$ cat src/rtl/rns_to_binary_seq_pkg.sv
// Shared types and constants for the sequential residue-to-binary converter.
// The validity helper is shared so every modulus/residue pair is screened the same way.
package rns_pkg;

  localparam int RNS_RES_W = 3;
  localparam int RNS_BIN_W = 7;
  localparam logic [RNS_BIN_W-1:0] RNS_X_MAX = 7'd127;

  typedef enum logic [1:0] {
    IDLE   = 2'd0,
    CHECK  = 2'd1,
    SEARCH = 2'd2,
    DONE   = 2'd3
  } state_t;

  typedef logic [RNS_RES_W-1:0] res_t;
  typedef logic [RNS_BIN_W-1:0] bin_t;

  // A modulus below 2 or a residue not smaller than its modulus has no solution.
  function automatic logic res_invalid(input res_t residue, input res_t modulus);
    return (modulus < 3'd2) || (residue >= modulus);
  endfunction

endpackage

$ cat src/rtl/rns_to_binary_seq_if.sv
// Request/result bundle between the RNS arithmetic stage and the converter.
interface rns_to_binary_seq_if;
  import rns_pkg::*;

  logic start;
  res_t residue1;
  res_t residue2;
  res_t residue3;
  res_t moduli1;
  res_t moduli2;
  res_t moduli3;
  logic busy;
  logic done;
  bin_t binary;
  logic error;

  modport master (
    output start, residue1, residue2, residue3, moduli1, moduli2, moduli3,
    input  busy, done, binary, error
  );

  modport slave (
    input  start, residue1, residue2, residue3, moduli1, moduli2, moduli3,
    output busy, done, binary, error
  );

endinterface

$ cat src/rtl/rns_to_binary_seq_mod_counter.sv
// Wrap-around residue counter: tracks x mod modulus without a divider.
module mod_counter
  import rns_pkg::*;
#(
  parameter int W = RNS_RES_W
) (
  input  logic         clk,
  input  logic         rst,
  input  logic         clr,
  input  logic         en,
  input  logic [W-1:0] modulus,
  output logic [W-1:0] count
);

  logic [W-1:0] count_r;
  logic [W:0]   inc_s;

  // One extra bit so that modulus 2^W-1 wraps from 2^W-2 without overflow aliasing.
  always_comb begin
    inc_s = {1'b0, count_r} + {{W{1'b0}}, 1'b1};
  end

  // Counter register with synchronous clear taking priority over increment.
  always_ff @(posedge clk or posedge rst) begin
    if (rst) begin
      count_r <= {W{1'b0}};
    end else if (clr) begin
      count_r <= {W{1'b0}};
    end else if (en) begin
      count_r <= (inc_s == {1'b0, modulus}) ? {W{1'b0}} : inc_s[W-1:0];
    end else begin
      count_r <= count_r;
    end
  end

  assign count = count_r;

endmodule

$ cat src/rtl/rns_to_binary_seq.sv
// Sequential residue-to-binary converter: steps x upward one candidate per cycle
// alongside three modular counters and stops at the first x matching all residues.
module rns_to_binary_seq
  import rns_pkg::*;
(
  input logic                clk,
  input logic                rst,
  rns_to_binary_seq_if.slave bus
);

  state_t state_r;
  res_t   r1_r, r2_r, r3_r;
  res_t   m1_r, m2_r, m3_r;
  res_t   c1_s, c2_s, c3_s;
  bin_t   x_r;
  bin_t   binary_r;
  logic   busy_r;
  logic   done_r;
  logic   error_r;
  logic   match_s;
  logic   invalid_s;
  logic   clr_s;
  logic   en_s;

  mod_counter #(.W(RNS_RES_W)) u_cnt1 (
    .clk(clk), .rst(rst), .clr(clr_s), .en(en_s), .modulus(m1_r), .count(c1_s)
  );
  mod_counter #(.W(RNS_RES_W)) u_cnt2 (
    .clk(clk), .rst(rst), .clr(clr_s), .en(en_s), .modulus(m2_r), .count(c2_s)
  );
  mod_counter #(.W(RNS_RES_W)) u_cnt3 (
    .clk(clk), .rst(rst), .clr(clr_s), .en(en_s), .modulus(m3_r), .count(c3_s)
  );

  // Candidate compare and counter control decoded from the current state.
  always_comb begin
    match_s   = (c1_s == r1_r) && (c2_s == r2_r) && (c3_s == r3_r);
    invalid_s = res_invalid(r1_r, m1_r) || res_invalid(r2_r, m2_r) || res_invalid(r3_r, m3_r);
    clr_s     = 1'b0;
    en_s      = 1'b0;
    case (state_r)
      CHECK: begin
        clr_s = 1'b1;
      end
      SEARCH: begin
        en_s = !match_s && (x_r != RNS_X_MAX);
      end
      default: begin
        clr_s = 1'b0;
        en_s  = 1'b0;
      end
    endcase
  end

  // Control FSM with input latches, x counter and registered outputs.
  always_ff @(posedge clk or posedge rst) begin
    if (rst) begin
      state_r  <= IDLE;
      r1_r     <= 3'd0;
      r2_r     <= 3'd0;
      r3_r     <= 3'd0;
      m1_r     <= 3'd0;
      m2_r     <= 3'd0;
      m3_r     <= 3'd0;
      x_r      <= 7'd0;
      binary_r <= 7'd0;
      busy_r   <= 1'b0;
      done_r   <= 1'b0;
      error_r  <= 1'b0;
    end else begin
      case (state_r)
        IDLE: begin
          done_r <= 1'b0;
          if (bus.start) begin
            r1_r    <= bus.residue1;
            r2_r    <= bus.residue2;
            r3_r    <= bus.residue3;
            m1_r    <= bus.moduli1;
            m2_r    <= bus.moduli2;
            m3_r    <= bus.moduli3;
            busy_r  <= 1'b1;
            state_r <= CHECK;
          end else begin
            state_r <= IDLE;
          end
        end
        CHECK: begin
          if (invalid_s) begin
            binary_r <= 7'd0;
            error_r  <= 1'b1;
            done_r   <= 1'b1;
            state_r  <= DONE;
          end else begin
            x_r     <= 7'd0;
            state_r <= SEARCH;
          end
        end
        SEARCH: begin
          if (match_s) begin
            binary_r <= x_r;
            error_r  <= 1'b0;
            done_r   <= 1'b1;
            state_r  <= DONE;
          end else if (x_r == RNS_X_MAX) begin
            binary_r <= 7'd0;
            error_r  <= 1'b1;
            done_r   <= 1'b1;
            state_r  <= DONE;
          end else begin
            x_r <= x_r + 7'd1;
          end
        end
        DONE: begin
          done_r  <= 1'b0;
          busy_r  <= 1'b0;
          state_r <= IDLE;
        end
        default: begin
          done_r  <= 1'b0;
          busy_r  <= 1'b0;
          state_r <= IDLE;
        end
      endcase
    end
  end

  assign bus.busy   = busy_r;
  assign bus.done   = done_r;
  assign bus.binary = binary_r;
  assign bus.error  = error_r;

endmodule

$ cat src/flat_wrapper.sv
// flat-port wrapper written by rule: the top's interface ports become plain ports
module rns_to_binary_seq_flat import rns_pkg::*;
  (clk, rst, bus_start, bus_residue1, bus_residue2, bus_residue3, bus_moduli1, bus_moduli2, bus_moduli3, bus_busy, bus_done, bus_binary, bus_error);
  rns_to_binary_seq_if bus_i ();
  input logic clk;
  input logic rst;
  input wire logic [$bits(bus_i.start)-1:0] bus_start;
  input wire logic [$bits(bus_i.residue1)-1:0] bus_residue1;
  input wire logic [$bits(bus_i.residue2)-1:0] bus_residue2;
  input wire logic [$bits(bus_i.residue3)-1:0] bus_residue3;
  input wire logic [$bits(bus_i.moduli1)-1:0] bus_moduli1;
  input wire logic [$bits(bus_i.moduli2)-1:0] bus_moduli2;
  input wire logic [$bits(bus_i.moduli3)-1:0] bus_moduli3;
  output wire logic [$bits(bus_i.busy)-1:0] bus_busy;
  output wire logic [$bits(bus_i.done)-1:0] bus_done;
  output wire logic [$bits(bus_i.binary)-1:0] bus_binary;
  output wire logic [$bits(bus_i.error)-1:0] bus_error;
  assign bus_i.start = bus_start;
  assign bus_i.residue1 = bus_residue1;
  assign bus_i.residue2 = bus_residue2;
  assign bus_i.residue3 = bus_residue3;
  assign bus_i.moduli1 = bus_moduli1;
  assign bus_i.moduli2 = bus_moduli2;
  assign bus_i.moduli3 = bus_moduli3;
  assign bus_busy = bus_i.busy;
  assign bus_done = bus_i.done;
  assign bus_binary = bus_i.binary;
  assign bus_error = bus_i.error;
  rns_to_binary_seq u_core (.clk(clk), .rst(rst), .bus(bus_i));
endmodule
$ cat config.mk
export PLATFORM = sky130hd
export DESIGN_NAME = rns_to_binary_seq_flat
export DESIGN_NICKNAME = d
export VERILOG_FILES = /design/src/rtl/rns_to_binary_seq_pkg.sv /design/src/rtl/rns_to_binary_seq_if.sv /design/src/rtl/rns_to_binary_seq_mod_counter.sv /design/src/rtl/rns_to_binary_seq.sv /design/src/flat_wrapper.sv
export SDC_FILE = /design/constraint.sdc
export NUM_CORES = 1
export LEC_CHECK = 0
export BUFFER_PORTS_ARGS = -buffer_cell sky130_fd_sc_hd__buf_2
export CORE_UTILIZATION = 30
export CTS_CLUSTER_DIAMETER = 120
export DETAILED_ROUTE_END_ITERATION = 16
export PLACE_DENSITY_LB_ADDON = 0.05
export SLEW_MARGIN = 20
export SYNTH_ARGS = -nofsm -noshare
export SYNTH_HDL_FRONTEND = slang
export SYNTH_SLANG_ARGS = --single-unit
$ cat constraint.sdc
create_clock -name clk -period 3.3 [get_ports clk]
set_input_delay 0.165 -clock clk [delete_from_list [all_inputs] [get_ports clk]]
set_output_delay 0.165 -clock clk [all_outputs]
set_load 0.01 [all_outputs]
==> flow_summary.json <==
{
  "dpl_worst_slack_ns": 0.897,
  "fin_crit_ns": 2.39,
  "place_inst": 375,
  "ctsResizeCount": 0,
  "drc": 0,
  "route.met3.wl_um": 234,
  "drive_gt1_share_pct": 23.7,
  "total_power_mw": 2.74,
  "synth-edff-count": 0,
  "dr.pass1.iters": 4,
  "whs_ns": -0.0285,
  "start_util_pct": 31.7,
  "layout_commonest_cell": "dfrtp_1",
  "yosysSeqAreaShare_pct": 43.4,
  "antenna_found_initial": 0,
  "diodes": 0,
  "grt_pass1_vias": 2026,
  "cts_buffers": 5,
  "h-tree-depth": 2,
  "tns_ns": 0,
  "via_count": 1989,
  "wl_met1_um": 3060,
  "tightest_slew_ns": 0.832,
  "wirelength_um": 6300,
  "dp_hpwl_um": 4630,
  "io_pins": 31,
  "track_usage_pct": 15.4,
  "synth_area_um2": 2650,
  "crit_type": "register to register",
  "syn_avg_cell_area_um2": 10.8,
  "wl_met2_um": 2940,
  "clk_latency_ns": 0.30,
  "coreArea_um2": 8380,
  "cts_hold_buf": 0,
  "cts_tree": "built",
  "rsz0062_at_grt": "no",
  "cellPowerDensity_nw_per_um2": 915,
  "synth_seq_cells": 46,
  "clock_sinks": 46,
  "slew_headroom_pct": 44.5,
  "status": "finished, violations left",
  "cts_max_path_buffers": 2,
  "fmax_ghz": 0.418,
  "ys_warn_count": 0,
  "end_kind": "register",
  "viasPerCell": 5.19,
  "grt_pass1_wl_um": 10600,
  "setup_viol": 0,
  "synthArstFlopShare_pct": 100,
  "cp_data_required_time_ns": 3.49,
  "root_buffer": "clkbuf_8",
  "cts_setup_buffers": 0,
  "io_buffer_count": 30,
  "nNetsFinal": 315,
  "syn-num-nets": 284,
  "drv_slew": 0,
  "route.top_layer_used": "met4",
  "netlist-cell-type-count": 50,
  "hold_viol": 22,
  "fin_util_pct": 35.7,
  "worst_slack_ns": 0.909,
  "die_area_um2": 9230,
  "rows": 33,
  "drtIter0Drc": 65,
  "placed_area_um2": 2900,
  "post_layout_nonfiller_instances": 383,
  "die_h_um": 96.1,
  "netlist_instances": 246,
  "gp_congestion": 0.757,
  "design_area_um2": 2990,
  "min_period_over_period_pct": 72.4,
  "syn_to_final_growth_pct": 12.7,
  "hp-class": "primary input to asynchronous set/reset pin",
  "grt_max_degree": 47,
  "p_leak_nw": 1.37,
  "finClkSkew_ns": 0.0129,
  "ir_drop_v": 0.000372,
  "wl_per_cell_um": 16.4,
  "grt.overflow.total": 0,
  "synth_ff_type": "dfrtp_1",
  "path_max_fanout": 5,
  "drtAntennaViolNets": 0,
  "layout_common_cells": "dfrtp_1, buf_2, mux2_2",
  "max_cap_violations": 0,
  "cp-start-kind": "register",
  "failed_checks": "negative hold slack",
  "arrival_ns": 2.58,
  "fp.dieW_um": 96.1,
  "cts.clk_slew.worst_paths_ns": 0.10
}
cell usage after synthesis, types with 7 or more instances:
cell type	count	share of area [%]
a22o_1	10	3.3
inv_1	18	2.5
nand2_1	13	1.8
nand2b_1	7	1.7
nor4_1	7	1.7
mux2_2	19	8.1
dfrtp_1	46	43
xor2_1	12	4.0
ha_1	17	8.0
o21ai_0	9	1.7
cell type report:
type | instances | area [µm²]
fillers | 878 | 5390
clock inverters | 3 | 21.3
multi-input cells | 176 | 1400
well taps | 105 | 131
clock buffers | 5 | 68.8
inverters | 18 | 68.8
repair buffers | 30 | 150
flip-flops and latches | 46 | 1150
worst paths after layout:
check                                 from                     end  slack [ns]  cells after the start
max in group asynchronous              rst  u_core.u_cnt2.count[1]        2.80                      2
hold / removal                         rst         u_core.bus.done       -0.03                      2
setup reg to reg            u_core.m2_r[2]           u_core.x_r[1]        0.91                      7
min in group clk            bus_moduli3[0]          u_core.m3_r[0]        0.09                      2
setup / recovery            u_core.m2_r[2]           u_core.x_r[1]        0.91                      7
hold reg to reg            u_core.bus.busy         u_core.bus.busy        0.50                      2
sequential cells by signal, indices dropped and copies added (netlist names), 3 cells and up:
signal               cells
u_core.u_cnt3.count      3
u_core.bus.binary        7
u_core.u_cnt1.count      3
u_core.r2_r              3
u_core.r1_r              3
u_core.r3_r              3
u_core.m1_r              3
u_core.m3_r              3
u_core.x_r               7
u_core.m2_r              3
u_core.u_cnt2.count      3
worst max-delay path, cell delays in order (launching register included):
cell	delay, ns
dfrtp_1	0.44
inv_1	0.07
ha_1	0.33
a2bb2oi_2	0.17
o221ai_1	0.19
o31ai_2	0.50
nand2_1	0.20
a221o_1	0.38
power by group:
group          internal [mW]  switching (mW)  total (mW)
clock                  0.149           0.206       0.356
combinational          0.605           0.777        1.38
sequential             0.760           0.238       0.998
logic make-up after synthesis:
kind of cell	after synthesis	synth area share, %
compound gates	55	16.5
xor+xnor	18	5.94
mux	19	8.06
fa+ha+maj	17	8.01
flops	46	43.4
simple gates	67	14.2
buf+inv	24	3.91
metal layers:
metal / track usage, % / up-vias
met4: 3.73 / 0
met2: 25.2 / 42
met3: 2.69 / 5
li1: - / 976
met1: 20.9 / 966
met5: 0 / -
Power figures use the tool's default switching activity.
